`src/rtl/alt_frame_sequencer.sv`:
```
// Frame-level controller for the ambient-light/threshold statistics path:
// gates/clears accumulators, snapshots totals at frame end, and publishes four means via one serial divider.
module alt_frame_sequencer #(
  parameter int unsigned H_ACT     = 640,
  parameter int unsigned V_ACT     = 480,
  parameter int unsigned FRAME_PIX = 307200
) (
  input  logic        clk_25,
  input  logic        reset,
  input  logic        en_i,
  input  logic [9:0]  syncX_i,
  input  logic [9:0]  syncY_i,
  input  logic [31:0] tot_R_i,
  input  logic [31:0] tot_G_i,
  input  logic [31:0] tot_B_i,
  input  logic [31:0] tot_FD_i,
  output logic        acc_en_o,
  output logic        acc_clr_o,
  output logic [7:0]  AMB_SHIFT_R_o,
  output logic [7:0]  AMB_SHIFT_G_o,
  output logic [7:0]  AMB_SHIFT_B_o,
  output logic [31:0] thershold_o,
  output logic        stats_valid_o,
  output logic        busy_o,
  output logic        ovf_o
);

  localparam logic [9:0]  H_LAST  = 10'(H_ACT - 1);
  localparam logic [9:0]  V_LAST  = 10'(V_ACT - 1);
  localparam logic [31:0] DIVISOR = 32'(FRAME_PIX);

  typedef enum logic [2:0] {IDLE, ACCUM, LATCH, DIV, DONE} state_t;

  state_t      state, state_n;
  logic [31:0] d_r, d_g, d_b, d_f;
  logic [1:0]  ch;
  logic [5:0]  cnt;
  logic [31:0] quo, rem;
  logic [7:0]  q_r, q_g, q_b;
  logic [31:0] q_f;

  logic        active, fstart, fend;
  logic [31:0] dividend;
  logic [32:0] trial, diff;
  logic        ge;
  logic [31:0] rem_n, quo_n;
  logic [7:0]  sat8;

  assign active = (syncX_i <= H_LAST) && (syncY_i <= V_LAST);
  assign fstart = (syncX_i == '0) && (syncY_i == '0);
  assign fend   = (syncX_i == H_LAST) && (syncY_i == V_LAST);

  always_comb begin
    dividend = d_r;
    case (ch)
      2'd0: dividend = d_r;
      2'd1: dividend = d_g;
      2'd2: dividend = d_b;
      2'd3: dividend = d_f;
      default: dividend = d_r;
    endcase
  end

  // One restoring step: shift the next dividend bit into the remainder, subtract if it fits.
  always_comb begin
    trial = {rem, quo[31]};
    ge    = trial >= {1'b0, DIVISOR};
    diff  = trial - {1'b0, DIVISOR};
    rem_n = ge ? diff[31:0] : trial[31:0];
    quo_n = {quo[30:0], ge};
    sat8  = (|quo_n[31:8]) ? 8'hFF : quo_n[7:0];
  end

  always_comb begin
    state_n       = state;
    acc_en_o      = 1'b0;
    acc_clr_o     = 1'b0;
    stats_valid_o = 1'b0;
    busy_o        = 1'b0;
    case (state)
      IDLE: begin
        acc_clr_o = 1'b1;
        if (fstart && en_i) state_n = ACCUM;
      end
      ACCUM: begin
        acc_en_o = active;
        if (fend) state_n = LATCH;
      end
      LATCH: begin
        acc_clr_o = 1'b1;
        busy_o    = 1'b1;
        state_n   = DIV;
      end
      DIV: begin
        acc_en_o = active;
        busy_o   = 1'b1;
        if (cnt == 6'd32 && ch == 2'd3) state_n = DONE;
      end
      DONE: begin
        acc_en_o      = active;
        stats_valid_o = 1'b1;
        state_n       = en_i ? ACCUM : IDLE;
      end
      default: state_n = IDLE;
    endcase
  end

  always_ff @(posedge clk_25) begin
    if (!reset) begin
      state         <= IDLE;
      d_r           <= '0;
      d_g           <= '0;
      d_b           <= '0;
      d_f           <= '0;
      ch            <= '0;
      cnt           <= '0;
      quo           <= '0;
      rem           <= '0;
      q_r           <= '0;
      q_g           <= '0;
      q_b           <= '0;
      q_f           <= '0;
      AMB_SHIFT_R_o <= '0;
      AMB_SHIFT_G_o <= '0;
      AMB_SHIFT_B_o <= '0;
      thershold_o   <= '0;
      ovf_o         <= 1'b0;
    end else begin
      state <= state_n;
      if (state == LATCH) begin
        d_r <= tot_R_i << 2;
        d_g <= tot_G_i << 2;
        d_b <= tot_B_i << 2;
        d_f <= tot_FD_i;
        ch  <= '0;
        cnt <= '0;
      end
      if (state == DIV) begin
        if (cnt == '0) begin
          quo <= dividend;
          rem <= '0;
          cnt <= 6'd1;
        end else begin
          quo <= quo_n;
          rem <= rem_n;
          if (cnt == 6'd32) begin
            cnt <= '0;
            ch  <= ch + 2'd1;
            case (ch)
              2'd0: q_r <= sat8;
              2'd1: q_g <= sat8;
              2'd2: q_b <= sat8;
              2'd3: q_f <= quo_n;
              default: q_r <= sat8;
            endcase
          end else begin
            cnt <= cnt + 6'd1;
          end
        end
      end
      if (state == DONE) begin
        AMB_SHIFT_R_o <= q_r;
        AMB_SHIFT_G_o <= q_g;
        AMB_SHIFT_B_o <= q_b;
        thershold_o   <= q_f;
      end
      // A frame end that arrives while the divider is still working is dropped.
      if (fend && (state == LATCH || state == DIV)) ovf_o <= 1'b1;
    end
  end

endmodule

```
`config.mk`:
```
export PLATFORM = sky130hd
export DESIGN_NAME = alt_frame_sequencer
export DESIGN_NICKNAME = d
export VERILOG_FILES = /design/src/rtl/alt_frame_sequencer.sv
export SDC_FILE = /design/constraint.sdc
export NUM_CORES = 1
export LEC_CHECK = 0
export CAP_MARGIN = 40
export CORE_ASPECT_RATIO = 1.25
export CORE_MARGIN = 4
export CORE_UTILIZATION = 53
export CTS_BUF_LIST = sky130_fd_sc_hd__clkbuf_8
export DETAILED_ROUTE_END_ITERATION = 8
export DONT_BUFFER_PORTS = 1
export PLACE_DENSITY = 0.69
export SLEW_MARGIN = 20
export SYNTH_ARGS = -nofsm -noshare
export SYNTH_HDL_FRONTEND = slang
export SYNTH_SLANG_ARGS = --single-unit
```
`constraint.sdc`:
```
create_clock -name clk_25 -period 3.6 [get_ports clk_25]
set_input_delay 0.54 -clock clk_25 [delete_from_list [all_inputs] [get_ports clk_25]]
set_output_delay 0.54 -clock clk_25 [all_outputs]
set_load 0.005 [all_outputs]
```
==> out/metrics.sh <==
SETUP_TOTAL_NEGATIVE_SLACK_NS=0
CTS.SINK_COUNT=310
MIN_PERIOD_OVER_PERIOD_PCT=87.0
HTREE_NUM_LEVELS=2
MAPPEDNETLISTNETS=1760
MAXSLEWVIOLCOUNT=0
CTS.REPORTEDPATHS.CLKPINSLEW_NS=0.06
GRT_ANTENNA_BEFORE_REPAIR=0
SYNTH.CELL_AREA_UM2=12400
MIN_FROM='reset'
WORST_IR_DROP_VDD_mV=0.266
DIE_H_UM=179
MAX_SLEW_MARGIN_PCT=48.7
SYN_AREA_PER_CELL_UM2=7.72
POWER-PER-CELL-AREA_nW_PER_UM2=461
ROUTE.ANTENNA.REMAINING_NETS=0
FIN_CLK_SKEW_NS=0.0165
FINAL.FILL_COUNT=2244
TRITONCTS='done'
WORST-SLEW-PIN-TRANSITION_NS=0.770
SETUP.WORST_PATH.START_CLASS='flop'
SYN2LAYOUT_AREA_GROWTH_PCT=8.28
FINALSETUPVIOLATIONS=0
CTS_HOLD_BUF=0
CP_DATA_ARRIVAL_TIME_NS=2.59
NUMBER_OF_ENABLE_FLIP_FLOP_CELLS_AFTER_SYNTHESIS=0
PERIOD_MINUS_WS_FINAL_NS=3.13
CORE.ROWCOUNT=62
GRT_START_MAX_NET_PINS=122
INITIAL_CORE_UTIL_PCT=53.8
DESIGN.DIE.AREA_UM2=25800
CRITPATHREQUIREDTIME_NS=3.06
NUM_IO_PINS=212
CRIT_CHAIN='inv_1 -> or3_2 -> buf_4 -> inv_2 -> a21oi_1 -> a2111oi_0 -> buf_4'
CORE_REGION_AREA_UM2=23000
NUM_VIAS=10600
OVERFLOW=0
CTS.REPAIR_TIMING.SETUP_BUFFER_COUNT=0
HOLD_VIOL_FINAL=0
ANTENNADIODECOUNT=0
SYNTH_LARGEST_TYPE_AREA_FRACTION_PCT=50.2
WORST_SKEW_PAIR.LATE_LATENCY_NS=0.56
CRITICAL_PATH.MAX_FANOUT=57
CTSLONGESTPATHBUFFERS=3
HOLDCRITPATHCLASS='input pin to flop'
CRITICAL_PATH.SLOWEST_CELL='or3_2'
GLOBAL_ROUTE_WIRE_LENGTH_BEFORE_REPAIR_MM=49.7
TIMING.CRITICAL_PATH.FROM='state[2]'
FMAX_GHz=0.319
CRIT_PATH_BUF_INV_COUNT=4
POST_DRT_WL_PER_CELL_UM=16.5
RSZ_0062_RAISED_AFTER_GLOBAL_ROUTING='false'
SHARE_OF_POST_ROUTE_CELLS_WITH_DRIVE_STRENGTH_ABOVE_1_PCT=6.76
ENDPOINT_KIND='output pin'
FINALNETCOUNT=1712
SYNTHCELLS=1602
CTS_ROOT_BUF='clkbuf_8'
YS_DOMINANT_REG_CELL='dfxtp_1'
FP.DIEW_UM=145
SYNTH.LIB_CELLS_USED.DISTINCT=57
LAYOUT.CELLS.MOST_COMMON='nand2_1'
SYNTH_COMPOUND_GATE_AREA_SHARE_PCT=19.4
SYNTH_TOP_FAMILY_BY_AREA='simple AND/OR/NAND/NOR gates'
CRITPATHKIND='flop to output pin'
YOSYSWARNINGCOUNT=0
SYNTH.MUX.AREA_FRACTION_PCT=0.0810
PLACE_WS_NS=0.956
SYNTH_XOR_XNOR_AREA_SHARE_PCT=0.850
FINAL_CELL_COUNT_NO_FILL=1872
SYNTH_SEQ_AREA_SHARE_PCT=50.2
SYNTH-ADDER-AREA-SHARE_PCT=0.708
REPORTED_LEAKAGE_POWER_nW=4.16
YS_TOP_CELLS_BY_AREA='dfxtp_1 50%, nand2_1 17%, a21oi_1 9.6%'
NUMBER_OF_SYNTHESIZED_REGISTER_BITS=310
FIRST_DRT_ITERATION_DRCS=693
DRV_CAP=0
MOSTFREQUENTLAYOUTCELLS='560 x nand2_1, 310 x dfxtp_1, 238 x a21oi_1, 80 x nor2_1, 55 x clkbuf_8'
POSTCTSRESIZEDCELLS=0
NUMCTSBUFFERS=48
FIN_WS_NS=0.469
SYNTH_SIMPLE_GATE_AREA_SHARE_PCT=24.6
SYNTH_ASYNC_SR_FLOP_SHARE_PCT=0
OUTCOME='complete, no violations'
NUMBER_OF_REMAINING_DRC_ERRORS=0
ROUTED_WIRELENGTH_MM=30.9
FIRST_GLOBAL_VIAS=9955
GLOBAL_PLACEMENT_ROUTABILITY_CONGESTION=0.828
REGTOREGSTARTPOINT='rem[24]'
PLACE.DETAILED.HPWL_MM=20.5
CRITPATHMOSTFREQUENTCELL='buf_4'
VIAS_PER_CELL=5.67
YOSYS.AREA.TOP_TYPE='dfxtp_1'
PATH_DELAY_FAMILY='buffers and inverters'
CRIT_PATH_MAX_INCR_DELAY_NS=0.47
DETAILEDROUTE.FIRSTPASSITERATIONCOUNT=5
TRACK_USAGE_PCT=23.2
PLACE_INST=1791
IO_BUFFER_COUNT=0
registers in the layout, summed over array words and instances (netlist names), 30 cells and up:
name         flops
d_b             30
d_f             32
d_g             30
d_r             30
q_f             32
quo             32
rem             32
thershold_o     32
worst reg2reg max path, stage by stage (launching register included):
cell	delay, ns
dfxtp_1	0.37
or4_4	0.56
or3_4	0.38
nor4_4	0.51
nand2_1	0.34
nor2_1	0.29
a211oi_1	0.11
path summary, 6_finish.rpt:
| path | to | slack (ns) | depth (start not counted) |
|---|---|---|---|
| max | acc_en_o | 0.47 | 7 |
| min | rem[30] | 0.1 | 2 |
| max reg2reg | q_b[0] | 0.90 | 6 |
| min reg2reg | thershold_o[0] | 0.45 | 2 |
final cells by class:
| cell class | count | area (µm²) | area share (%) |
|---|---|---|---|
| repair buffers | 24 | 230 | 1.72 |
| flip-flops and latches | 310 | 6210 | 46.4 |
| inverters | 12 | 52.6 | 0.393 |
| well taps | 288 | 360 | 2.69 |
| clock inverters | 25 | 109 | 0.813 |
| multi-input cells | 1158 | 5670 | 42.4 |
| clock buffers | 55 | 757 | 5.65 |
cells by family after synthesis:
kind of cell               Yosys count
buffers and inverters              134
DFF                                310
and+or+nand+nor                    739
AOI/OAI and AO/OA                  399
muxes                                1
adders and majority gates            7
xor gates and xnor gates            12
Yosys cell counts, drive strengths merged (4+ instances only):
library cell / number
a211oi: 26
a21oi: 239
a222oi: 30
a311oi: 31
and2: 5
and3: 5
buf: 7
clkbuf: 115
dfxtp: 310
ha: 7
inv: 12
nand2: 561
nand2b: 5
nand3: 24
nand4: 6
nor2: 83
nor3: 8
nor4: 16
o21ai: 54
or3: 4
or4: 7
xnor2: 8
xor2: 4
power breakdown:
part / total, W / switching, W / internal, W
Clock: 0.00268 / 0.00130 / 0.00138
Combinational: 0.0000648 / 0.0000551 / 0.00000977
Sequential: 0.00343 / 0.0000000000451 / 0.00343
Total: 0.00617 / 0.00135 / 0.00482
metrics by stage:
stage | utilization [%] | total power, W | cell area [µm²] | hold slack, ns
after floorplan | - | 0.00356 | 12400 | 0.432
after global placement | 54.4 | 0.00357 | 12500 | 0.441
after detailed placement | 54.4 | 0.00357 | 12500 | 0.446
after CTS | 58.2 | 0.00624 | 13400 | 0.0675
after global routing | 58.3 | 0.00638 | 13400 | 0.0862
final | 58.3 | 0.00617 | 13400 | 0.0996
routing by layer:
metal | track usage (%) | wire (µm)
met1 | 32.5 | 14300
met2 | 36.0 | 13700
met5 | 0 | 0
met3 | 5.60 | 2360
met4 | 5.87 | 521
Note: power is estimated with default switching activity, not from simulation.
